File: src/rtl/fetch_sequencer.sv
// Program counter owner and instruction-fetch sequencer: IDLE -> FETCH -> HOLD, stopping in HALTED.
// Latency: at least 2 cycles per instruction. Backpressure: HOLD keeps instr/pc until decode accepts.
module fetch_sequencer #(
  parameter logic [31:0] RESET_PC = 32'h0000_3000,
  parameter int          MAX_WAIT = 16
) (
  input  logic        clk,
  input  logic        rst,
  output logic        imem_req,
  output logic [31:0] imem_addr,
  input  logic        imem_ack,
  input  logic [31:0] imem_rdata,
  output logic [31:0] instr,
  output logic        instr_valid,
  input  logic        instr_ready,
  input  logic        redirect_valid,
  input  logic [1:0]  redirect_op,
  input  logic [25:0] redirect_imm,
  input  logic [31:0] redirect_rs,
  input  logic        halt,
  output logic [31:0] pc,
  output logic [31:0] retire_cnt,
  output logic [1:0]  fault,
  output logic        halted
);

  typedef enum logic [1:0] {
    S_IDLE   = 2'd0,
    S_FETCH  = 2'd1,
    S_HOLD   = 2'd2,
    S_HALTED = 2'd3
  } state_t;

  localparam logic [1:0] OP_PLUS4  = 2'b00;
  localparam logic [1:0] OP_BRANCH = 2'b01;
  localparam logic [1:0] OP_JUMP   = 2'b10;
  localparam logic [1:0] OP_JR     = 2'b11;

  localparam logic [1:0] FAULT_NONE    = 2'b00;
  localparam logic [1:0] FAULT_JR      = 2'b01;
  localparam logic [1:0] FAULT_TIMEOUT = 2'b10;

  localparam logic [7:0] WAIT_LAST = 8'(MAX_WAIT - 1);

  state_t      state_q, state_d;
  logic [31:0] pc_q, pc_d;
  logic [31:0] instr_q, instr_d;
  logic [31:0] retire_cnt_q, retire_cnt_d;
  logic [1:0]  fault_q, fault_d;
  logic [7:0]  wait_cnt_q, wait_cnt_d;

  logic [31:0] pc4;
  logic [31:0] branch_off;
  logic [31:0] next_pc;
  logic        jr_misaligned;

  // State register: all sequential state lives here.
  always_ff @(posedge clk) begin
    if (rst) begin
      state_q      <= S_IDLE;
      pc_q         <= RESET_PC;
      instr_q      <= 32'd0;
      retire_cnt_q <= 32'd0;
      fault_q      <= FAULT_NONE;
      wait_cnt_q   <= 8'd0;
    end else begin
      state_q      <= state_d;
      pc_q         <= pc_d;
      instr_q      <= instr_d;
      retire_cnt_q <= retire_cnt_d;
      fault_q      <= fault_d;
      wait_cnt_q   <= wait_cnt_d;
    end
  end

  always_comb begin
    pc4        = pc_q + 32'd4;
    branch_off = {{14{redirect_imm[15]}}, redirect_imm[15:0], 2'b00};
    next_pc    = pc4;
    if (redirect_valid) begin
      case (redirect_op)
        OP_PLUS4:  next_pc = pc4;
        OP_BRANCH: next_pc = pc4 + branch_off;
        OP_JUMP:   next_pc = {pc4[31:28], redirect_imm, 2'b00};
        OP_JR:     next_pc = redirect_rs;
        default:   next_pc = pc4;
      endcase
    end
    jr_misaligned = redirect_valid && (redirect_op == OP_JR) && (redirect_rs[1:0] != 2'b00);
  end

  // Next-state logic; redirect and halt only matter on the accept edge.
  always_comb begin
    state_d      = state_q;
    pc_d         = pc_q;
    instr_d      = instr_q;
    retire_cnt_d = retire_cnt_q;
    fault_d      = fault_q;
    wait_cnt_d   = wait_cnt_q;
    case (state_q)
      S_IDLE: begin
        state_d = S_FETCH;
      end
      S_FETCH: begin
        if (imem_ack) begin
          instr_d    = imem_rdata;
          wait_cnt_d = 8'd0;
          state_d    = S_HOLD;
        end else if (wait_cnt_q == WAIT_LAST) begin
          fault_d = FAULT_TIMEOUT;
          state_d = S_HALTED;
        end else begin
          wait_cnt_d = wait_cnt_q + 8'd1;
        end
      end
      S_HOLD: begin
        if (instr_ready) begin
          retire_cnt_d = retire_cnt_q + 32'd1;
          pc_d         = next_pc;
          if (jr_misaligned) begin
            fault_d = FAULT_JR;
            state_d = S_HALTED;
          end else if (halt) begin
            state_d = S_HALTED;
          end else begin
            state_d = S_FETCH;
          end
        end
      end
      S_HALTED: begin
        state_d = S_HALTED;
      end
      default: begin
        state_d = S_IDLE;
      end
    endcase
  end

  always_comb begin
    imem_req    = 1'b0;
    instr_valid = 1'b0;
    halted      = 1'b0;
    case (state_q)
      S_FETCH:  imem_req    = 1'b1;
      S_HOLD:   instr_valid = 1'b1;
      S_HALTED: halted      = 1'b1;
      default:  ;
    endcase
  end

  assign imem_addr  = pc_q;
  assign pc         = pc_q;
  assign instr      = instr_q;
  assign retire_cnt = retire_cnt_q;
  assign fault      = fault_q;

endmodule

File: config.mk
export PLATFORM = sky130hd
export DESIGN_NAME = fetch_sequencer
export DESIGN_NICKNAME = d
export VERILOG_FILES = /design/src/rtl/fetch_sequencer.sv
export SDC_FILE = /design/constraint.sdc
export NUM_CORES = 1
export LEC_CHECK = 0
export BUFFER_PORTS_ARGS = -buffer_cell sky130_fd_sc_hd__buf_4
export CELL_PAD_IN_SITES_DETAIL_PLACEMENT = 0
export CELL_PAD_IN_SITES_GLOBAL_PLACEMENT = 1
export CORE_ASPECT_RATIO = 1.1
export CORE_MARGIN = 2
export CORE_UTILIZATION = 40
export DETAILED_ROUTE_END_ITERATION = 6
export PLACE_DENSITY_LB_ADDON = 0.1
export SKIP_CTS_REPAIR_TIMING = 1
export SKIP_LAST_GASP = 1
export SLEW_MARGIN = 10
export SYNTH_ARGS = -nofsm -noshare
export SYNTH_HDL_FRONTEND = slang
export SYNTH_SLANG_ARGS = --single-unit
export TNS_END_PERCENT = 10
File: constraint.sdc
create_clock -name clk -period 10.6 [get_ports clk]
set_input_delay 0.53 -clock clk [delete_from_list [all_inputs] [get_ports clk]]
set_output_delay 0.53 -clock clk [all_outputs]
set_load 0.01 [all_outputs]
Yosys cells after proc, flatten, opt, wreduce, memory -nomap -nowiden. Index checks and enable logic that the tools add are counted.

Register bits after elaboration: 108. Bits in latches: 0. Bits in writable memories: 0. ROM bits: 0. Bits of input ports: 98. Output and inout port bits: 133. Logic and storage cells: 52. Memories: 0.

Add/sub/neg operators: 4. Multiply operators: 0. Divide/modulo/power cells: 0. Magnitude comparators: 0. Equal/unequal tests: 13. Shifts and indexed selects: 0. Mux-type cells: 18. Bitwise logic cells: 0. Reduce and logical (&&, ||, !) cells: 11.

Operators with widths (number): $pmux 32 s4 (1); $add 32x1->32 const B (1); $add 32x3->32 const B (1); $add 32x32->32 (1); $mux 32 (1); $mux 2 (9); $mux 8 (2); $ne 2x2->1 const B (5); $add 8x1->8 const B (1); $eq 2x2->1 const B (4); $eq 8x4->1 const B (1); $pmux 2 s4 (1); $reduce_and 2->1 (4); $reduce_and 5->1 (1); $eq 2x1->1 const B (2); $logic_not 2->1 (2); $pmux 2 s2 (1); $reduce_bool 2->1 (2); $mux 1 (3); $ne 3x3->1 const B (1); $logic_and 1x1->1 (2).

Longest topological paths before layout.
Depth in word-level cells: 6. Mapped depth: 17. Gate-level depth less buffers: 16.

Worst setup path after synthesis. No wires, ideal clock.

Path type: register -> register. From: reg pc_q[8] (netlist: imem_addr[8]). To: reg pc_q[31] (netlist: imem_addr[31]). Setup time: 0.134 ns. Arrival: 3.563 ns. Required time: 10.466 ns. Path slack: 6.904 ns. Cell stages (with the launch flop): 16. Path buffers: 1. Clock period less this slack: 3.696 ns. Path through: dfxtp_1 -> and4_4 -> nand4_4 -> or2_4 -> nor3_4 -> nand2_1 -> xnor2_1 -> ha_1 -> clkbuf_1 -> a21o_1 -> nor4_1 -> a21oi_1 -> or3_1 -> o311ai_0 -> mux2i_1 -> o221ai_1.

Word-level cells in the longest chain between the ends: 4.

RTL lines: start, declared (RTL line 46) `logic [31:0] pc_q, pc_d;`; start signal, assigned (RTL line 68) `pc_q <= pc_d;`; $add 32x3->32 (*) (RTL line 77) `pc4 = pc_q + 32'd4;`; $add 32x32->32 (RTL line 83) `OP_BRANCH: next_pc = pc4 + branch_off;`; $pmux 32 s4 (RTL line 81) `case (redirect_op)`; $mux 32 (*) (RTL line 80) `if (redirect_valid) begin`.

Every way passes the cells marked *; elsewhere a longest branch is shown, timed or not. A chain may end at the register's enable or synchronous reset.

Worst setup path after layout.
From: reg pc_q[4] (netlist: imem_addr[4]). To: reg pc_q[31] (netlist: imem_addr[31]).

The elaborated chain is that of the path after synthesis.

==> metrics.sh <==
GRT_ANTENNA_BEFORE_REPAIR=0
CLKLATENCYLATEPIN_PS=360
MOST-COMMON-LAYOUT-CELLS='sky130_fd_sc_hd__buf_4, sky130_fd_sc_hd__nand2_1, sky130_fd_sc_hd__dfxtp_1'
POST-ROUTE-PERIOD-UTIL_PCT=41.2
HOLD_PATH_CLASS='in -> reg'
POWERDENSITY_mW_PER_MM2=105
WORSTPATHMAXFANOUT=9
VIAS=7721
NUMBER_OF_ENABLE_TYPE_REGISTER_CELLS_IN_THE_SYNTHESIZED_NETLIST=0
TIMING.CRITICAL_PATH.FROM_TYPE='flip-flop'
MIN_PATH_CELLS=3
VDD_IR_DROP_MAX_V=0.0000751
CLOCK_TREE_ROOT_BUFFER_CELL='sky130_fd_sc_hd__clkbuf_16'
SYNTH_CELL_TYPES=68
DRT-PASS1-ITER-COUNT=5
STATUS='completed'
SETUP.WORST_PATH.END_CLASS='flip-flop'
POST_PLACE_CELLS=1403
CRITICALPATHCATEGORY='reg -> reg'
NETS=1308
PLACE_CONGESTION=0.910
PIN_COUNT_OF_THE_BIGGEST_NET_ENTERING_GLOBAL_ROUTING=81
GLOBALROUTEOVERFLOWTOTAL=0
POSTSYNTHCELLCOUNT=1008
CRIT_CHAIN='and4_1 > nand3_1 > nor4_4 > nand2_1 > xnor2_1 > ha_1 > and3_1 > nand4_1 > nor3_1 > o21ai_0 > a21oi_1 > nor2_1 > o311ai_0 > mux2i_1 > o221ai_1'
INITIAL_UTILIZATION_PCT=41.0
NETLIST_TOP_CELLS_AREA='sky130_fd_sc_hd__dfxtp_1, sky130_fd_sc_hd__nand2_1, sky130_fd_sc_hd__a21oi_1'
MAX_FREQ_MHz=229
LAYOUT.CELLS.MOST_COMMON='sky130_fd_sc_hd__buf_4'
DETAIL-ROUTE-ANTENNA-NETS=0
REG2REG_SETUP_SLACK_PS=6240
AREA_GROWTH_PCT=26.0
RSZ0062_AT_GRT='no'
FIN_TNS_SETUP_PS=0
DRC_VIOLATION_COUNT_AFTER_ROUTING=0
POST_DP_CELL_AREA_MM2=0.00918
FLOORPLAN.DIE_AREA_MM2=0.0200
TRITONCTS_NUM_SINKS=108
CTS-HTREE-LEVELS=3
SLEW-LIMIT-HEADROOM_PCT=38.0
FINAL.MIN_CLOCK_PERIOD_PS=4360
TIMING.FINAL.WS_SETUP_PS=6240
WORST_R2R_ENDPOINT='imem_addr[31]'
SYNTHESIS.YOSYS.WARNINGS=0
CP_SLOWEST_CELL='sky130_fd_sc_hd__dfxtp_1'
FINAL-INSTANCE-COUNT-EXCL-FILL=1420
DIE_Y_UM=148
TRITONCTS='yes'
TIMING.RR.START='imem_addr[4]'
CLOCK_PATH_BUFFERS=2
TRITONCTS.NUM_BUFFERS=9
CLOCK_SLEW_SEEN_BY_THE_REGISTERS_OF_THE_WORST_SETUP_AND_HOLD_PATHS_PS=80
TRACK_USAGE_PCT=24.7
FINALPOWER_uW=996
SYN-MEAN-INSTANCE-AREA_UM2=7.48
CP.ARRIVAL_PS=4600
TIMING.FINAL.HOLD_VIOLATIONS=0
REG2REG_DEPTH=15
POSTROUTEWIRELENGTH_UM=25100
SETUP_VIOL=0
SYNTHESIS.AREA_MM2=0.00754
NUMBER_OF_GLOBAL_ROUTE_VIAS_BEFORE_REPAIR=7190
YS_ASYNC_SR_FRACTION_PCT=0
HPWLAFTERDP_UM=18900
YOSYS_MOST_USED_DFF='sky130_fd_sc_hd__dfxtp_1'
STDCELL_AREA_MM2=0.00950
IO_PINS=231
SYNTH.YOSYS.SEQ_AREA_SHARE_PCT=28.7
YOSYSTOPAREACELLSHARE_PCT=28.7
TIMING.CRITICAL_PATH.MAX_DELAY_FAMILY='simple AND/OR/NAND/NOR gates'
WORST_CLOCK_SKEW_PS=9.32
MIN_DELAY_ENDPOINT='instr[26]'
DPL_WORST_SLACK_PS=6350
ANTENNA-DIODE-COUNT=0
WL_PER_CELL_UM=17.7
SYNTH_FP_NETS=1144
DIE_WIDTH_UM=135
DRT_ITER0_MARKERS=432
DRV_CAP=0
SYNTH.FF_LATCH_COUNT=108
CORE_REGION_AREA_MM2=0.0184
REQUIRED_ARRIVAL_TIME_AT_THE_WORST_ENDPOINT_PS=10830
CP_SLOWEST_STAGE_DELAY_PS=500
CRITICAL_PATH.N_BUFFERS_INVERTERS=0
DRIVE_ABOVE_1_SHARE_PCT=22.9
TIGHTEST_SLEW_PS=930
HOLDCRITSTARTPOINT='imem_rdata[26]'
IO_BUFFER_COUNT=230
CELLLEAKAGEPOWER_nW=4.18
SYNTH_TOP_CELL_BY_AREA='sky130_fd_sc_hd__dfxtp_1'
GRT_PASS1_WL_UM=39200
AVGVIACOUNTPERCELL=5.44
ROW_COUNT=52
DRV_SLEW=0
-- worst min-delay path, stage by stage --
cell	delay, ps
sky130_fd_sc_hd__buf_4	110
sky130_fd_sc_hd__nand2_1	50
sky130_fd_sc_hd__a21oi_1	50
-- cells in the mapped netlist, types with 3 or more instances --
library cell               instances
sky130_fd_sc_hd__buf_2             5
sky130_fd_sc_hd__nand2_1         156
sky130_fd_sc_hd__nor2_1           93
sky130_fd_sc_hd__buf_1             6
sky130_fd_sc_hd__buf_4            32
sky130_fd_sc_hd__and3_1           14
sky130_fd_sc_hd__a21o_1           17
sky130_fd_sc_hd__o21a_1            4
sky130_fd_sc_hd__ha_1             37
sky130_fd_sc_hd__a21oi_1         100
sky130_fd_sc_hd__xnor2_1          32
sky130_fd_sc_hd__and4_1            5
sky130_fd_sc_hd__clkbuf_1         42
sky130_fd_sc_hd__or3_1             7
sky130_fd_sc_hd__xor2_1           49
sky130_fd_sc_hd__a22oi_1           8
sky130_fd_sc_hd__nor3b_1           4
sky130_fd_sc_hd__a41oi_1           3
sky130_fd_sc_hd__nand3_1          29
sky130_fd_sc_hd__o22ai_1           7
sky130_fd_sc_hd__mux2i_1          10
sky130_fd_sc_hd__o221ai_1          8
sky130_fd_sc_hd__nor3_1           19
sky130_fd_sc_hd__o32ai_1           3
sky130_fd_sc_hd__a211oi_1          8
sky130_fd_sc_hd__nand3b_1          3
sky130_fd_sc_hd__and2_1            8
sky130_fd_sc_hd__o211ai_1          9
sky130_fd_sc_hd__nand2b_1          8
sky130_fd_sc_hd__a221oi_1          3
sky130_fd_sc_hd__nor4_1            3
sky130_fd_sc_hd__inv_1            23
sky130_fd_sc_hd__nor2b_1           9
sky130_fd_sc_hd__nand4_1          23
sky130_fd_sc_hd__o21bai_1          5
sky130_fd_sc_hd__dfxtp_1         108
sky130_fd_sc_hd__a31oi_1          13
sky130_fd_sc_hd__o21ai_0          57
-- kinds of logic after synthesis --
group           after synthesis  synth area share [%]
xor+xnor                     81                  9.40
mux                          11                  1.48
compound gates              266                  21.7
buf+inv                     108                  7.05
simple gates                396                  25.3
flops                       108                  28.7
fa+ha+maj                    38                  6.40
-- power breakdown --
| part | internal (mW) | leakage, nW | total (mW) | switching (mW) |
|---|---|---|---|---|
| clock | 0.189 | 0.152 | 0.361 | 0.171 |
| combinational | 0.0899 | 3.15 | 0.207 | 0.117 |
| sequential | 0.417 | 0.875 | 0.429 | 0.0119 |
-- through the flow --
step	hold WS [ps]	util, %
finish	415	51.6
global route	410	51.6
CTS	404	51.5
detailed placement	447	49.9
global placement	443	49.9
floorplan	467	-
-- cell type report --
cell class	count	area, µm²
Fill cell	1881	8910
Multi-Input combinational cell	792	4850
Sequential cell	108	2160
Timing Repair Buffer	238	1790
Tap cell	243	304
Clock buffer	10	229
Inverter	23	86.3
Clock inverter	6	78.8
-- worst max-delay path by stage --
stage | start | endpoint | slack [ps] | cells past startpoint
4_1_cts | imem_addr[4] | imem_addr[31] | 6280 | 15
5_1_grt | imem_addr[4] | imem_addr[31] | 5760 | 15
3_3_place_gp | imem_addr[4] | imem_addr[31] | 6420 | 15
6_report | imem_addr[4] | imem_addr[31] | 6240 | 15
3_5_place_dp | imem_addr[4] | imem_addr[31] | 6350 | 15
2_1_floorplan | imem_addr[8] | imem_addr[31] | 6900 | 15
-- registers in the layout, summed over array words and instances (netlist names) --
| register | cells |
|---|---|
| imem_addr | 32 |
| instr | 32 |
| retire_cnt | 32 |
| wait_cnt_q | 8 |
| fault | 2 |
| state_q | 2 |
-- layer usage --
metal	global-route usage, %	share of wire, %	up-vias
met5	0	0	-
met4	8.07	2.3	0
met3	3.05	5.5	29
met2	42.2	48	237
met1	32.2	44	3593
li1	-	-	3862
Note: power is estimated with default switching activity, not from simulation.
